## config.mk

```make
export PLATFORM = sky130hd
export DESIGN_NAME = mem_arbiter
export DESIGN_NICKNAME = d
export VERILOG_FILES = /design/src/rtl/sys_defs.sv /design/src/rtl/mem_tag_table.sv /design/src/rtl/mem_arbiter.sv
export SDC_FILE = /design/constraint.sdc
export NUM_CORES = 1
export LEC_CHECK = 0
export BUFFER_PORTS_ARGS = -buffer_cell sky130_fd_sc_hd__buf_2
export CORE_AREA = 2 2 160 162
export CTS_CLUSTER_DIAMETER = 100
export DETAILED_ROUTE_END_ITERATION = 10
export DIE_AREA = 0 0 162 164
export GPL_ROUTABILITY_DRIVEN = 1
export SYNTH_ARGS = -nofsm -noshare
export SYNTH_HDL_FRONTEND = slang
export SYNTH_HIERARCHICAL = 1
export SYNTH_SLANG_ARGS = --single-unit
```

## constraint.sdc

```tcl
create_clock -name clock -period 5.6 [get_ports clock]
set_clock_uncertainty 0.15 [all_clocks]
set_input_delay 0.56 -clock clock [delete_from_list [all_inputs] [get_ports clock]]
set_output_delay 0.56 -clock clock [all_outputs]
set_load 0.01 [all_outputs]
```

## src/rtl/sys_defs.sv

```systemverilog
// Shared bus encodings, request sizes, tag space and owner identifiers
// for the memory-side arbiter and its tag table.
package sys_defs;

  localparam int NTAGS = 16;
  localparam int TAG_W = $clog2(NTAGS);

  localparam logic [1:0] BUS_NONE  = 2'd0;
  localparam logic [1:0] BUS_LOAD  = 2'd1;
  localparam logic [1:0] BUS_STORE = 2'd2;

  typedef enum logic [1:0] {
    BYTE   = 2'd0,
    HALF   = 2'd1,
    WORD   = 2'd2,
    DOUBLE = 2'd3
  } MEM_SIZE;

  typedef enum logic {
    OWN_DMEM = 1'b0,
    OWN_IMEM = 1'b1
  } owner_t;

endpackage

```

## src/rtl/mem_tag_table.sv

```systemverilog
// Valid/owner record per outstanding memory tag; lookup is combinational,
// alloc/free land at the next edge with alloc winning a same-tag collision.
module mem_tag_table
  import sys_defs::*;
(
  input  logic             clock,
  input  logic             reset,
  input  logic             alloc_en,
  input  logic [TAG_W-1:0] alloc_tag,
  input  owner_t           alloc_owner,
  input  logic [TAG_W-1:0] lookup_tag,
  output logic             lookup_valid,
  output owner_t           lookup_owner,
  input  logic             free_en,
  input  logic [TAG_W-1:0] free_tag
);

  logic [NTAGS-1:0] valid;
  owner_t           owner [NTAGS];

  assign lookup_valid = valid[lookup_tag];
  assign lookup_owner = owner[lookup_tag];

  always_ff @(posedge clock) begin
    if (!reset) begin
      valid <= '0;
      for (int i = 0; i < NTAGS; i++) owner[i] <= OWN_DMEM;
    end else begin
      if (free_en) valid[free_tag] <= 1'b0;
      // Later assignment wins: a tag reissued in its own return cycle stays live.
      if (alloc_en) begin
        valid[alloc_tag] <= 1'b1;
        owner[alloc_tag] <= alloc_owner;
      end
    end
  end

endmodule

```

## src/rtl/mem_arbiter.sv

```systemverilog
// Merges Dmem and Imem requests onto proc2mem and steers tagged returns back;
// zero-cycle request/return paths, the loser simply sees response 0 and retries.
module mem_arbiter
  import sys_defs::*;
#(
  parameter int ADDR_W     = 16,
  parameter int STARVE_MAX = 4
) (
  input  logic              clock,
  input  logic              reset,
  input  logic [1:0]        Dmem_command,
  input  logic [ADDR_W-1:0] Dmem_addr,
  input  logic [1:0]        Dmem_size,
  input  logic [63:0]       Dmem_data,
  output logic [TAG_W-1:0]  dmem_response,
  output logic [63:0]       dmem_data,
  output logic [TAG_W-1:0]  dmem_tag,
  input  logic [1:0]        Imem_command,
  input  logic [ADDR_W-1:0] Imem_addr,
  output logic [TAG_W-1:0]  imem_response,
  output logic [63:0]       imem_data,
  output logic [TAG_W-1:0]  imem_tag,
  output logic [1:0]        proc2mem_command,
  output logic [ADDR_W-1:0] proc2mem_addr,
  output logic [1:0]        proc2mem_size,
  output logic [63:0]       proc2mem_data,
  input  logic [TAG_W-1:0]  mem2proc_response,
  input  logic [63:0]       mem2proc_data,
  input  logic [TAG_W-1:0]  mem2proc_tag,
  output logic [7:0]        orphan_cnt
);

  logic [2:0]       starve_cnt;
  logic             dmem_req, imem_req, imem_forced;
  logic             dmem_win, imem_win;
  logic [TAG_W-1:0] accept_tag;
  logic             alloc_en, lookup_valid, ret_hit, ret_orphan;
  owner_t           lookup_owner;

  assign dmem_req    = (Dmem_command != BUS_NONE);
  assign imem_req    = (Imem_command != BUS_NONE);
  // Dmem only yields to a starved Imem that is actually asking this cycle.
  assign imem_forced = imem_req && (starve_cnt >= 3'(STARVE_MAX));
  assign dmem_win    = dmem_req && !imem_forced;
  assign imem_win    = imem_req && !dmem_win;

  always_comb begin
    proc2mem_command = BUS_NONE;
    proc2mem_addr    = '0;
    proc2mem_size    = '0;
    proc2mem_data    = '0;
    if (dmem_win) begin
      proc2mem_command = Dmem_command;
      proc2mem_addr    = Dmem_addr;
      proc2mem_size    = Dmem_size;
      proc2mem_data    = Dmem_data;
    end else if (imem_win) begin
      proc2mem_command = Imem_command;
      proc2mem_addr    = Imem_addr;
      proc2mem_size    = DOUBLE;
    end
    if (!reset) proc2mem_command = BUS_NONE;
  end

  assign accept_tag    = reset ? mem2proc_response : '0;
  assign dmem_response = dmem_win ? accept_tag : '0;
  assign imem_response = imem_win ? accept_tag : '0;

  // Stores get no return tag, so only loads are recorded.
  assign alloc_en = (accept_tag != '0) &&
                    ((dmem_win && Dmem_command == BUS_LOAD) ||
                     (imem_win && Imem_command == BUS_LOAD));

  assign ret_hit    = reset && (mem2proc_tag != '0) && lookup_valid;
  assign ret_orphan = reset && (mem2proc_tag != '0) && !lookup_valid;

  assign dmem_data = mem2proc_data;
  assign imem_data = mem2proc_data;
  assign dmem_tag  = (ret_hit && lookup_owner == OWN_DMEM) ? mem2proc_tag : '0;
  assign imem_tag  = (ret_hit && lookup_owner == OWN_IMEM) ? mem2proc_tag : '0;

  mem_tag_table u_tag_table (
    .clock        (clock),
    .reset        (reset),
    .alloc_en     (alloc_en),
    .alloc_tag    (accept_tag),
    .alloc_owner  (imem_win ? OWN_IMEM : OWN_DMEM),
    .lookup_tag   (mem2proc_tag),
    .lookup_valid (lookup_valid),
    .lookup_owner (lookup_owner),
    .free_en      (ret_hit),
    .free_tag     (mem2proc_tag)
  );

  always_ff @(posedge clock) begin
    if (!reset) begin
      starve_cnt <= '0;
      orphan_cnt <= '0;
    end else begin
      if (!imem_req || (imem_win && mem2proc_response != '0))
        starve_cnt <= '0;
      else if (starve_cnt != 3'd7)
        starve_cnt <= starve_cnt + 3'd1;
      if (ret_orphan && orphan_cnt != 8'hFF)
        orphan_cnt <= orphan_cnt + 8'd1;
    end
  end

endmodule

```

==> results.md <==
- GR Overflow Total: 0
- Synthesized flop and latch total: 43
- Synth top area share: about a quarter
- Yosys top cell by area: buf_4
- HP Start: u_tag_table/owner[12]
- Final #Nets: 727
- Synth warn: 6
- Clk_lat worst skew: 290 ps
- Utilization after layout: a little under a fifth
- Top sig layer: met5
- # port buffers: about 220
- Status: completed
- Crit. End Element: primary output
- R2r setup slk: roughly 2900 ps
- Register Area: ~860 um2
- Most common cell after layout, fill and taps aside: buf_2
- Internal power: between 600 and 700 uW
- Fmax: 307 MHz
- Maximum vdd drop: 0.0000860 V
- CP Class: primary input to primary output
- Area contributors post-synth: buf_4 (25%), dfxtp_1 (22%), and2_1 (13%)
- Met3 WL: 1390 um
- Worst Reg-to-Reg Cells: 7
- Max Slew Vio Count: 0
- Syn avg cell area: around 8.4 um2
- RSZ-0062 raised after global routing: no
- CTS buffer count: 5
- Post-Syn Instances: 467
- R2R Path Start: starve_cnt[2]
- First-pass GRT wire length: roughly 23000 um
- RR Endpoint: u_tag_table/owner[2]
- Combinational fraction of design power: 25.8%
- Post-Syn Area: 3930 um2
- Hold_buf cts: 0
- GP Congestion: roughly 0.85
- Antenna violations before repair: 11
- Post-layout worst setup margin: 2350 ps
- Die width: approximately 160 um
- Htree depth: 2
- Crit share post-route: approximately 58%
- Reg power frac: about a third
- CP Max Fanout: 18
- Post-route setup TNS: 0 ps
- Largest net degree at the start of global routing: 52
- Pre-CTS worst setup slack: ~2300 ps
- Multi-input logic area: between 1500 and 2000 um2
- Final setup violation count: 0
- Gr usage total: between 10% and 20%
- Initial Util: ~16%
- Sw frac: 29.4%
- Hold Fails Final Rpt: 0
- Die area: about 27000 um2
- Fin Hold WS: 317 ps
- Total of max-cap violations: 0
- Dpl hpwl: about 14000 um
- EDFF count, synth: 0
- Routed length on met1: a little over 6000 um
- Critical path required time: 4890 ps
- Fill cell count: between 2000 and 3000
- Setup Fix Bufs, Post-CTS: 0
- Register area share after synthesis: between 20% and 30%
- Worst Hold Class: register to register
- Most frequent cells in the layout: buf_2 (219), and2_1 (81), dfxtp_1 (43)
- Share of cells above drive strength 1: 44.6%
- Clock share of power: about two fifths
- Routed length per instance: ~19 um
- Ys async rst share: 0%
- Synth-to-layout area growth: 17.0%
- PD cells: between 150 and 200 nW/um2
- Leakage Power: ~0.0022 uW
- Die Span Y: between 150 and 200 um
- CP Launch Point: mem2proc_tag[0]
- Routed Wire Length: ~16000 um
- Detailed-route DRC error count: 0
- Crit path DAT: approximately 2500 ps
- CTS tree: yes
- Final min period: about 3300 ps
- Clk sinks: between 40 and 50
- Vias per inst: between 3 and 4
- End point of the critical path: imem_tag[3]
- Post-DRT Antenna Nets: 0
- Top Ports: 412
- Clock-pin slew on the worst setup and hold paths: roughly 60 ps
- Worst slew pin tran: around 1000 ps
- Via count: approximately 3500
- Max-Slew Margin vs Limit: a little under a third
- Core ar.: about 25000 um2
- CP Launch Type: primary input
- DRT iter0 DRCs: ~160
- Switching power total: roughly 260 uW
- Number of global-route vias before repair: about 3300
- Post-cts gate resize count: 0
- Primary FF master, synth: dfxtp_1
- Clock root cell: clkbuf_16
- Max clock buf depth: 2
- Row count: 58
- Power Total: about 900 uW
- Syn_nets: 646
- Netlist cell types: 47
- Met2 wire length: 8160 um
- First-pass detailed-route iteration total: 4
## routing by layer
| layer | vias up | GRT usage, % |
|---|---|---|
| met5 | - | 0 |
| met4 | 2 | 5.47 |
| met3 | 69 | 3.84 |
| met2 | 160 | 20.9 |
| met1 | 1581 | 13.1 |
| li1 | 1654 | - |
## worst min-delay path by stage
stage | end | slack [ps] | depth (start not counted)
2_1_floorplan | u_tag_table/owner[12] | 290 | 2
3_3_place_gp | u_tag_table/owner[12] | 310 | 2
3_5_place_dp | u_tag_table/owner[12] | 310 | 2
4_1_cts | u_tag_table/owner[12] | 320 | 2
5_1_grt | u_tag_table/owner[0] | 340 | 2
6_report | u_tag_table/owner[12] | 320 | 2
## logic make-up after synthesis
| kind of cell | synth area share, % |
|---|---|
| DFF | 21.9 |
| xor gates and xnor gates | 0.446 |
| and+or+nand+nor | 25.5 |
| muxes | 8.28 |
| buffers and inverters | 27.4 |
| AOI/OAI and AO/OA | 15.6 |
| adders and majority gates | 0.956 |
## power by group through the flow
stage / Clock [uW] / Combinational [uW] / Sequential (uW)
2_1_floorplan: 0 / 203 / 322
3_3_place_gp: 0 / 236 / 322
3_5_place_dp: 0 / 238 / 322
4_1_cts: 364 / 238 / 315
5_1_grt: 375 / 255 / 316
6_report: 352 / 232 / 315
## flip-flops by register name, summed over array words and instances (netlist names)
| signal | flops |
|---|---|
| orphan_cnt | 8 |
| starve_cnt | 3 |
| u_tag_table/owner | 16 |
| u_tag_table/valid | 16 |
## Yosys cell counts, types with 3 or more instances
cell type and instances:
a21oi_1 3, a22o_1 16, and2_1 81, and3_1 6, buf_2 5, buf_4 130, clkbuf_1 10, dfxtp_1 43
ha_1 3, inv_1 3, mux2i_1 13, mux4_1 4, mux4_2 4, nand2_1 24, nand2b_1 12, nand3_1 7
nand3b_1 4, nor2_1 11, nor2b_1 6, nor3_1 5, o211ai_1 19, o21ai_0 13, o311ai_0 3, o31ai_1 9
## cell type report
cell class,count,area share [%]
Antenna cell,6,0.327
Tap cell,330,8.98
Sequential cell,43,18.7
Multi-Input combinational cell,272,43.4
Clock inverter,2,0.844
Inverter,3,0.245
Timing Repair Buffer,223,24.5
Clock buffer,6,3.02
## worst max-delay path, cell delays in order
cell	delay, ps
buf_2	360
mux4_2	560
a22oi_1	200
nand3_1	240
inv_1	130
nor2_1	120
and3_1	230
buf_2	130
## metrics by stage
stage	instance area, um2	instances
2_1_floorplan	3930	467
3_3_place_gp	4400	871
3_5_place_dp	4400	871
4_1_cts	4580	879
5_1_grt	4580	879
6_report	4600	885
No activity file was read; power rests on OpenSTA's default activity.
